## config.mk

```make
export PLATFORM = sky130hd
export DESIGN_NAME = pipe_hazard_ctrl
export DESIGN_NICKNAME = d
export VERILOG_FILES = /design/src/rtl/pipe_hazard_ctrl.sv
export SDC_FILE = /design/constraint.sdc
export NUM_CORES = 1
export LEC_CHECK = 0
export ABC_AREA = 1
export CORE_ASPECT_RATIO = 1.5
export CORE_UTILIZATION = 54
export CTS_CLUSTER_SIZE = 14
export DETAILED_ROUTE_END_ITERATION = 10
export PLACE_DENSITY = 0.81
export SLEW_MARGIN = 10
export SYNTH_ARGS = -nofsm -noshare
export SYNTH_HDL_FRONTEND = slang
export SYNTH_SLANG_ARGS = --single-unit
export TNS_END_PERCENT = 100
```

## constraint.sdc

```tcl
create_clock -name clk -period 2 [get_ports clk]
set_clock_uncertainty 0.1 [all_clocks]
set_input_delay 0.2 -clock clk [delete_from_list [all_inputs] [get_ports clk]]
set_output_delay 0.2 -clock clk [all_outputs]
set_load 0.01 [all_outputs]
```

## src/rtl/pipe_hazard_ctrl.sv

```systemverilog
// Stall/flush sequencer for the 5-stage IF/ID/EX/LS/WB pipeline: load-use,
// jump redirect, fetch bubbles, LS memory waits with timeout, ebreak drain/halt.
module pipe_hazard_ctrl #(
    parameter int unsigned LS_TIMEOUT = 255,
    parameter int unsigned CNT_W      = 32
) (
    input  logic             clk,
    input  logic             rst_n,
    input  logic [4:0]       rs1_idx_id,
    input  logic [4:0]       rs2_idx_id,
    input  logic             rs1_used_id,
    input  logic             rs2_used_id,
    input  logic             halt_req_id,
    input  logic [4:0]       rd_idx_ex,
    input  logic             ld_ex,
    input  logic             wben_ex,
    input  logic             is_jump_ex,
    input  logic             if_valid,
    input  logic             ls_req,
    input  logic             ls_ready,
    output logic             stall_pc,
    output logic             stall_id,
    output logic             stall_ex,
    output logic             stall_ls,
    output logic             flush_id,
    output logic             flush_ex,
    output logic             bubble_wb,
    output logic             halted_o,
    output logic             ls_err_o,
    output logic [CNT_W-1:0] stall_cnt_o
);

    localparam int unsigned TO_W = 16;
    localparam int unsigned DR_W = 2;

    localparam logic [1:0] ST_RUN     = 2'd0;
    localparam logic [1:0] ST_LS_WAIT = 2'd1;
    localparam logic [1:0] ST_DRAIN   = 2'd2;
    localparam logic [1:0] ST_HALT    = 2'd3;

    logic [1:0]      state, state_nx;
    logic [1:0]      ret_state, ret_nx;
    logic [1:0]      mode;
    logic [DR_W-1:0] drain_cnt, drain_nx;
    logic [TO_W-1:0] to_cnt, to_nx;
    logic            lu_seen, lu_nx;
    logic            halt_set, err_set, resolve;
    logic            mem_wait, load_use;
    logic            pc_h, id_h, ex_h, ls_h, id_f, ex_f, wb_b;

    assign mem_wait = ls_req & ~ls_ready;
    assign load_use = ld_ex & wben_ex & (rd_idx_ex != 5'd0) &
                      ((rs1_used_id & (rs1_idx_id == rd_idx_ex)) |
                       (rs2_used_id & (rs2_idx_id == rd_idx_ex)));

    // Next state and control decode; LS release reuses the RUN/DRAIN resolver
    // of the recorded return state so a held jump or hazard is not lost.
    always_comb begin
        state_nx = state;
        ret_nx   = ret_state;
        drain_nx = drain_cnt;
        to_nx    = '0;
        lu_nx    = 1'b0;
        halt_set = 1'b0;
        err_set  = 1'b0;
        resolve  = 1'b0;
        mode     = state;
        pc_h     = 1'b0;
        id_h     = 1'b0;
        ex_h     = 1'b0;
        ls_h     = 1'b0;
        id_f     = 1'b0;
        ex_f     = 1'b0;
        wb_b     = 1'b0;

        case (state)
            ST_RUN, ST_DRAIN: begin
                resolve = 1'b1;
            end
            ST_LS_WAIT: begin
                err_set = (to_cnt == TO_W'(LS_TIMEOUT));
                if (ls_ready) begin
                    resolve = 1'b1;
                    mode    = ret_state;
                end else begin
                    to_nx = (to_cnt != '1) ? to_cnt + TO_W'(1) : to_cnt;
                    pc_h  = 1'b1;
                    id_h  = 1'b1;
                    ex_h  = 1'b1;
                    ls_h  = 1'b1;
                    wb_b  = 1'b1;
                end
            end
            ST_HALT: begin
                pc_h = 1'b1;
                id_h = 1'b1;
                ex_h = 1'b1;
                ls_h = 1'b1;
                wb_b = 1'b1;
            end
            default: begin
                state_nx = ST_RUN;
            end
        endcase

        if (resolve) begin
            if (mem_wait) begin
                pc_h     = 1'b1;
                id_h     = 1'b1;
                ex_h     = 1'b1;
                ls_h     = 1'b1;
                wb_b     = 1'b1;
                ret_nx   = mode;
                state_nx = ST_LS_WAIT;
            end else if (is_jump_ex) begin
                id_f     = 1'b1;
                ex_f     = 1'b1;
                state_nx = ST_RUN;
            end else if ((mode == ST_RUN) && load_use && !lu_seen) begin
                pc_h     = 1'b1;
                id_h     = 1'b1;
                ex_f     = 1'b1;
                lu_nx    = 1'b1;
                state_nx = ST_RUN;
            end else if ((mode == ST_RUN) && halt_req_id) begin
                pc_h     = 1'b1;
                id_f     = 1'b1;
                drain_nx = DR_W'(2);
                state_nx = ST_DRAIN;
            end else if (mode == ST_DRAIN) begin
                pc_h = 1'b1;
                id_f = 1'b1;
                if (drain_cnt == '0) begin
                    halt_set = 1'b1;
                    state_nx = ST_HALT;
                end else begin
                    drain_nx = drain_cnt - DR_W'(1);
                    state_nx = ST_DRAIN;
                end
            end else begin
                pc_h     = ~if_valid;
                id_f     = ~if_valid;
                state_nx = ST_RUN;
            end
        end
    end

    // Controls are forced low while reset is asserted.
    assign stall_pc  = rst_n & pc_h;
    assign stall_id  = rst_n & id_h;
    assign stall_ex  = rst_n & ex_h;
    assign stall_ls  = rst_n & ls_h;
    assign flush_id  = rst_n & id_f;
    assign flush_ex  = rst_n & ex_f;
    assign bubble_wb = rst_n & wb_b;

    // State, counters and sticky status.
    always_ff @(posedge clk or negedge rst_n) begin
        if (!rst_n) begin
            state       <= ST_RUN;
            ret_state   <= ST_RUN;
            drain_cnt   <= '0;
            to_cnt      <= '0;
            lu_seen     <= 1'b0;
            halted_o    <= 1'b0;
            ls_err_o    <= 1'b0;
            stall_cnt_o <= '0;
        end else begin
            state     <= state_nx;
            ret_state <= ret_nx;
            drain_cnt <= drain_nx;
            to_cnt    <= to_nx;
            lu_seen   <= lu_nx;
            if (halt_set) begin
                halted_o <= 1'b1;
            end
            if (err_set) begin
                ls_err_o <= 1'b1;
            end
            if (pc_h && (stall_cnt_o != '1)) begin
                stall_cnt_o <= stall_cnt_o + CNT_W'(1);
            end
        end
    end

endmodule

```

==> results of run 1 <==
## cells by family (layout without fill, tap and decap cells)
group | after synthesis | in the layout | synth area share
and+or+nand+nor | 364 | 364 | 0.437
buffers and inverters | 71 | 202 | 0.0856
DFF | 57 | 57 | 0.360
AOI/OAI and AO/OA | 32 | 32 | 0.0508
xor gates and xnor gates | 26 | 26 | 0.0575
adders and majority gates | 3 | 3 | 0.00947
## layout make-up
class | instances | area (um^2) | area share
Clock buffer | 10 | 138 | 0.0250
Clock inverter | 6 | 43.8 | 0.00795
Inverter | 58 | 218 | 0.0395
Multi-Input combinational cell | 425 | 2340 | 0.425
Sequential cell | 57 | 1430 | 0.259
Tap cell | 97 | 121 | 0.0220
Timing Repair Buffer | 128 | 1220 | 0.222
## registers in the layout, summed over array words and instances (netlist names)
signal,cells
stall_cnt_o,32
to_cnt,16
drain_cnt,2
ret_state,2
state,2
halted_o,1
ls_err_o,1
lu_seen,1
## tightest hold or removal path, stage by stage, from the launching register on
cell	delay (ns)
dfrtp_1	0.35
nand2_1	0.05
nand2_1	0.05
## repair_timing
item,4_1_cts,5_1_grt
pin swaps,1,7
endpoints found under the setup margin,39,45
hold buffers,2,0
gates cloned,0,5
setup buffers,2,12
gates resized for setup,23,51
hold endpoints to repair,21,0
## routing by layer
metal	track usage	wire, um	vias up
li1	-	-	2018
met3	0.0526	714	86
met2	0.580	6570	211
met5	0	0	-
met1	0.313	4260	2025
met4	0.172	824	0
## cells in the final DEF (no fill, tap or decap), types with 10 or more instances in the layout
master	n
xor2_1	19
nand4_1	11
nor2_1	48
clkdlybuf4s50_1	57
inv_1	50
nand2_4	11
nand3_1	52
clkbuf_8	10
nor3_1	17
dfrtp_1	57
nand2_2	38
nand2_1	157
buf_4	49
## power breakdown
part	switching (mW)	internal [mW]	leakage, nW
clock network	0.533	0.481	0.0805
registers	0.122	1.27	0.776
logic	0.868	0.790	1.85
## worst max-delay path by stage
stage                                    start  cells after the start                     endpoint  slack [ns]
floorplan           stall_cnt_o[0]$_DFFE_PN0P_                      9   stall_cnt_o[4]$_DFFE_PN0P_        0.16
global placement                      ls_ready                     12  stall_cnt_o[11]$_DFFE_PN0P_       -0.32
detailed placement                rd_idx_ex[4]                     14  stall_cnt_o[27]$_DFFE_PN0P_       -0.39
CTS                       state[1]$_DFFE_PN0P_                      8                     stall_id       -0.11
global route              state[1]$_DFFE_PN0P_                      9                     flush_ex       -0.15
finish                    state[1]$_DFFE_PN0P_                      9                     flush_ex       -0.06
## through the flow
step                 util  instances  cell area, um^2  total power [mW]
global placement    0.708        744             4950              2.68
finish              0.788        781             5510              4.07
global route        0.788        781             5510              4.26
detailed placement  0.708        744             4950              2.73
CTS                 0.739        764             5160              3.74
floorplan               -        553             3960              2.16
==> impl_results.md, run 1 <==
* Status: finished, violations left
* Violated checks: negative setup slack
* Maximum VDD drop at 543 uV
* H-tree Lvls at 3
* Max Buffers Root-to-Sink at 2
* Max_cap viols at 0
* Final setup margin at -0.0648 ns
* CP max FO at 4
* Clk root buf: clkbuf_8
* Area grow syn2layout at 39.1%
* Clock-pin slew on the worst setup and hold paths at 0.07 ns
* Final-layout fill cell count at 485
* Antenna-violating nets left at 0
* Pre-antenna DRT Iters at 5
* DR vias at 4,340
* Initial antenna violation count at 0
* Hold Path Origin: drain_cnt[1]$_DFFE_PN0P_
* Slew @ Worst Pin at 0.634 ns
* Final wirelength at 12,400 um
* Post-Syn Nets at 582
* Pwr dens at 738 nW/um^2
* Worst-Skew Late Latency at 0.36 ns
* Ys async rst share at 1.00
* Starting density of the core at 0.567
* Sequential fraction of the synthesis area at 0.360
* Total gr overflow at 0
* HP Class: reg2reg
* Final TNS setup at -0.147 ns
* DR vias/cell at 5.56
* Die area at 7690 um^2
* Main area contributors after synthesis: dfrtp_1 (36%), nand2_1 (16%), nand3_1 (6.6%)
* CTS tree: yes
* CP max stage cell: dfrtp_1
* R2R Setup Slk at -0.01 ns
* Unique masters post-synth at 38
* Drt wl/cell at 15.8 um
* Crit Path Class: reg2out
* P_leak at 2.71 nW
* Num CTS Buffers at 9
* # IOs at 67
* Number of global-route vias before repair at 4,218
* Fmax at 484 MHz
* Initial drt markers at 368
* Predominant post-synthesis flop cell: dfrtp_1
* CP Launch Type: flip-flop
* Period utilization at 1.03
* Worst path buffer plus inverter count at 3
* PortBufs at 66
* Worst R2R Start: state[1]$_DFFE_PN0P_
* CP max stage delay at 0.40 ns
* Slew HR at 0.574
* R2r worst-path depth at 13
* Largest net degree at the start of global routing at 37
* Synth warn at 0
* Row count at 37
* Cell count after synthesis at 553
* Crit path cell chain: inv_2, nand2_2, o21ai_4, nand2_2, nor2_4, buf_6, a21oi_4, nor3_2, buf_2
* GRT Resource Usage Total at 0.308
* Final Hold Vio Count at 0
* Worst Hold Path EP: drain_cnt[1]$_DFFE_PN0P_
* Core Box Area at 6990 um^2
* Post-route DRC at 0
* Die Ht at 107 um
* Synth top cells by count: nand2_1 (171), dfrtp_1 (57), nor2_1 (54)
* RSZ-0062 raised after global routing: yes
* Post-synth EDFFs at 0
* Hold_ws at 0.379 ns
* # clock sinks at 57
* Fin nets at 708
* Max Slew Vio Count at 0
* Dpl ws at -0.392 ns
* Cell Area, Synth at 3960 um^2
* Most numerous cell in the Yosys netlist: nand2_1
* Share of post-route cells with drive strength above 1 at 0.250
* Post-synth top area share at 0.360
* Final HPWL DP at 8290 um
* Crit path capture type: output port
* Crit path time final at 2.06 ns
* Area leader, netlist: dfrtp_1
* CP required at 1.70 ns
* Endpoints failing setup at 5
* Final GP Congestion at 1.10
* Arrival @ worst endpoint at 1.76 ns
* Yosys reg bits at 57
* Antenna cells at 0
* Die Wd at 71.9 um
* First-pass GRT wire length at 18,300 um
* Hold depth at 2
* Crit-path most repeated cell: nand2_2
* RR Endpoint: stall_cnt_o[17]$_DFFE_PN0P_
* Mapped Avg Cell Area at 7.17 um^2
* Crit-path leading delay family: simple AND/OR/NAND/NOR gates
Power figures use the tool's default switching activity.
==> inputs of run 2 (changes only) <==
Settings changed: CTS_CLUSTER_DIAMETER set to 40, GPL_TIMING_DRIVEN set to 0, SLEW_MARGIN 10 to 40.
==> run 2 against run 1 <==
  * The run still ends with negative setup slack left
  * Critical endpoint unchanged
  * Non-clock buffer count shrank 23
  * Largest cell class unchanged
  * Sequential share of layout area rose by 1.5 points
  * Maximum frequency decreased by 2.5%
  * Combinational power is 14% lower
  * Clock power increased by 26%
  * Flip-flop and latch count unchanged
  * Critical path depth did not move
==> impl_results.md, run 2 (synthesis results as in run 1) <==
* Status: finished, violations left
* Violated checks: negative setup slack
* Initial antenna violation count at 0
* Max Slew Vio Count at 0
* Period utilization at 1.06
* Die area at 7690 um^2
* Final GP Congestion at 0.970
* Antenna-violating nets left at 0
* PortBufs at 66
* Clock-pin slew on the worst setup and hold paths at 0.06 ns
* HP Class: in2reg
* Pre-antenna DRT Iters at 4
* Commonest non-fill, non-tap cell in the layout: nand2_1
* GRT Resource Usage Total at 0.293
* Max reg flops at 32
* Final Hold Vio Count at 0
* Arrival @ worst endpoint at 1.82 ns
* Slew HR at 0.481
* Die Wd at 71.9 um
* Hold_ws at 0.332 ns
* Most flops, register: stall_cnt_o
* Area grow syn2layout at 32.4%
* Max_cap viols at 0
* DR vias at 3,944
* Layout Cells excl Fill at 758
* Core Box Area at 6990 um^2
* Starting density of the core at 0.567
* Post-route DRC at 0
* CP max FO at 5
* Initial drt markers at 212
* Fin nets at 685
* RSZ-0062 raised after global routing: yes
* Final-layout fill cell count at 566
* Share of post-route cells with drive strength above 1 at 0.204
* CP Launch Type: flip-flop
* Num CTS Buffers at 9
* DR vias/cell at 5.20
* Total gr overflow at 0
* Crit path time final at 2.12 ns
* Final setup margin at -0.118 ns
* Largest regs: stall_cnt_o (32), to_cnt (16)
* Antenna cells at 0
* P_leak at 2.48 nW
* Endpoints failing setup at 4
* Final wirelength at 10,800 um
* Crit path capture type: output port
* Worst-Skew Late Latency at 0.36 ns
* Placed Instances at 717
* Pwr dens at 786 nW/um^2
* Most frequent cells in the layout: nand2_1 (167), clkdlybuf4s50_1 (57), nand3_1 (52), inv_1 (51), dfrtp_1 (51)
* Row count at 37
* First-pass GRT wire length at 17,100 um
* Reg area at 1430 um^2
* Max Buffers Root-to-Sink at 2
* Drt wl/cell at 14.3 um
* Crit Path Class: reg2out
* Maximum VDD drop at 685 uV
* Area occupied by multi-input gates at 2250 um^2
* H-tree Lvls at 3
* # IOs at 67
* Clk root buf: clkbuf_8
* Fmax at 472 MHz
* # clock sinks at 57
* Slew @ Worst Pin at 0.776 ns
* Number of global-route vias before repair at 3,786
* CTS tree: yes
* Util after Layout at 0.750
* Final HPWL DP at 7980 um
* Die Ht at 107 um
* Largest net degree at the start of global routing at 40
* CP required at 1.70 ns
-- run 2: routing by layer --
layer	wire length (um)	global-route usage
met5	0	0
met2	5840	0.543
met4	580	0.179
met3	329	0.0414
met1	4090	0.302
-- run 2: final timing paths --
check,from,end,slack (ns),cells past startpoint
max reg2reg,state[0]$_DFFE_PN0P_,stall_cnt_o[4]$_DFFE_PN0P_,0.06,11
max in group asynchronous,rst_n,stall_cnt_o[13]$_DFFE_PN0P_,0.75,3
min in group asynchronous,rst_n,stall_cnt_o[8]$_DFFE_PN0P_,0.48,4
min,ls_ready,halted_o$_DFFE_PN0P_,0.33,3
max,state[0]$_DFFE_PN0P_,flush_ex,-0.12,9
min reg2reg,drain_cnt[1]$_DFFE_PN0P_,drain_cnt[1]$_DFFE_PN0P_,0.37,2
-- run 2: final cells by class --
class,count,area share
plain buffers,13,0.0253
clock buffers,11,0.0289
clock inverters,5,0.0148
inverters,58,0.0420
multi-input cells,425,0.428
flip-flops and latches,57,0.273
well taps,97,0.0231
repair buffers,92,0.164
-- run 2: stage by stage --
stage | area, um^2 | setup TNS, ns | power [mW] | setup slack (ns)
5_1_grt | 5250 | -0.923 | 4.34 | -0.196
6_report | 5250 | -0.318 | 4.13 | -0.118
3_3_place_gp | 4740 | -86.03 | 2.55 | -2.09
4_1_cts | 5110 | -0.278 | 3.96 | -0.114
2_1_floorplan | 3960 | 0 | 2.16 | 0.157
3_5_place_dp | 4760 | -8.28 | 2.59 | -0.751
-- run 2: repair_timing --
item | 4_1_cts | 5_1_grt
hold endpoints to repair | 57 | 18
gates resized for setup | 33 | 12
hold buffers | 3 | 1
buffers inserted | 9 | 12
gates cloned | 0 | 0
pin swaps | 6 | 6
endpoints found under the setup margin | 37 | 48
-- run 2: worst max-delay path, stage by stage, from the launching register on --
cell and delay (ns):
dfrtp_2 0.43, nand3_1 0.10, nand2_1 0.11, inv_2 0.10, nand2_2 0.08, nor2_4 0.13
buf_4 0.13, a21oi_2 0.08, nor3_1 0.14, buf_2 0.16
-- run 2: power breakdown --
part | switching, mW | internal, mW | total, mW
clock network | 0.502 | 0.764 | 1.27
registers | 0.144 | 1.28 | 1.43
logic | 0.746 | 0.688 | 1.43
total | 1.39 | 2.73 | 4.13
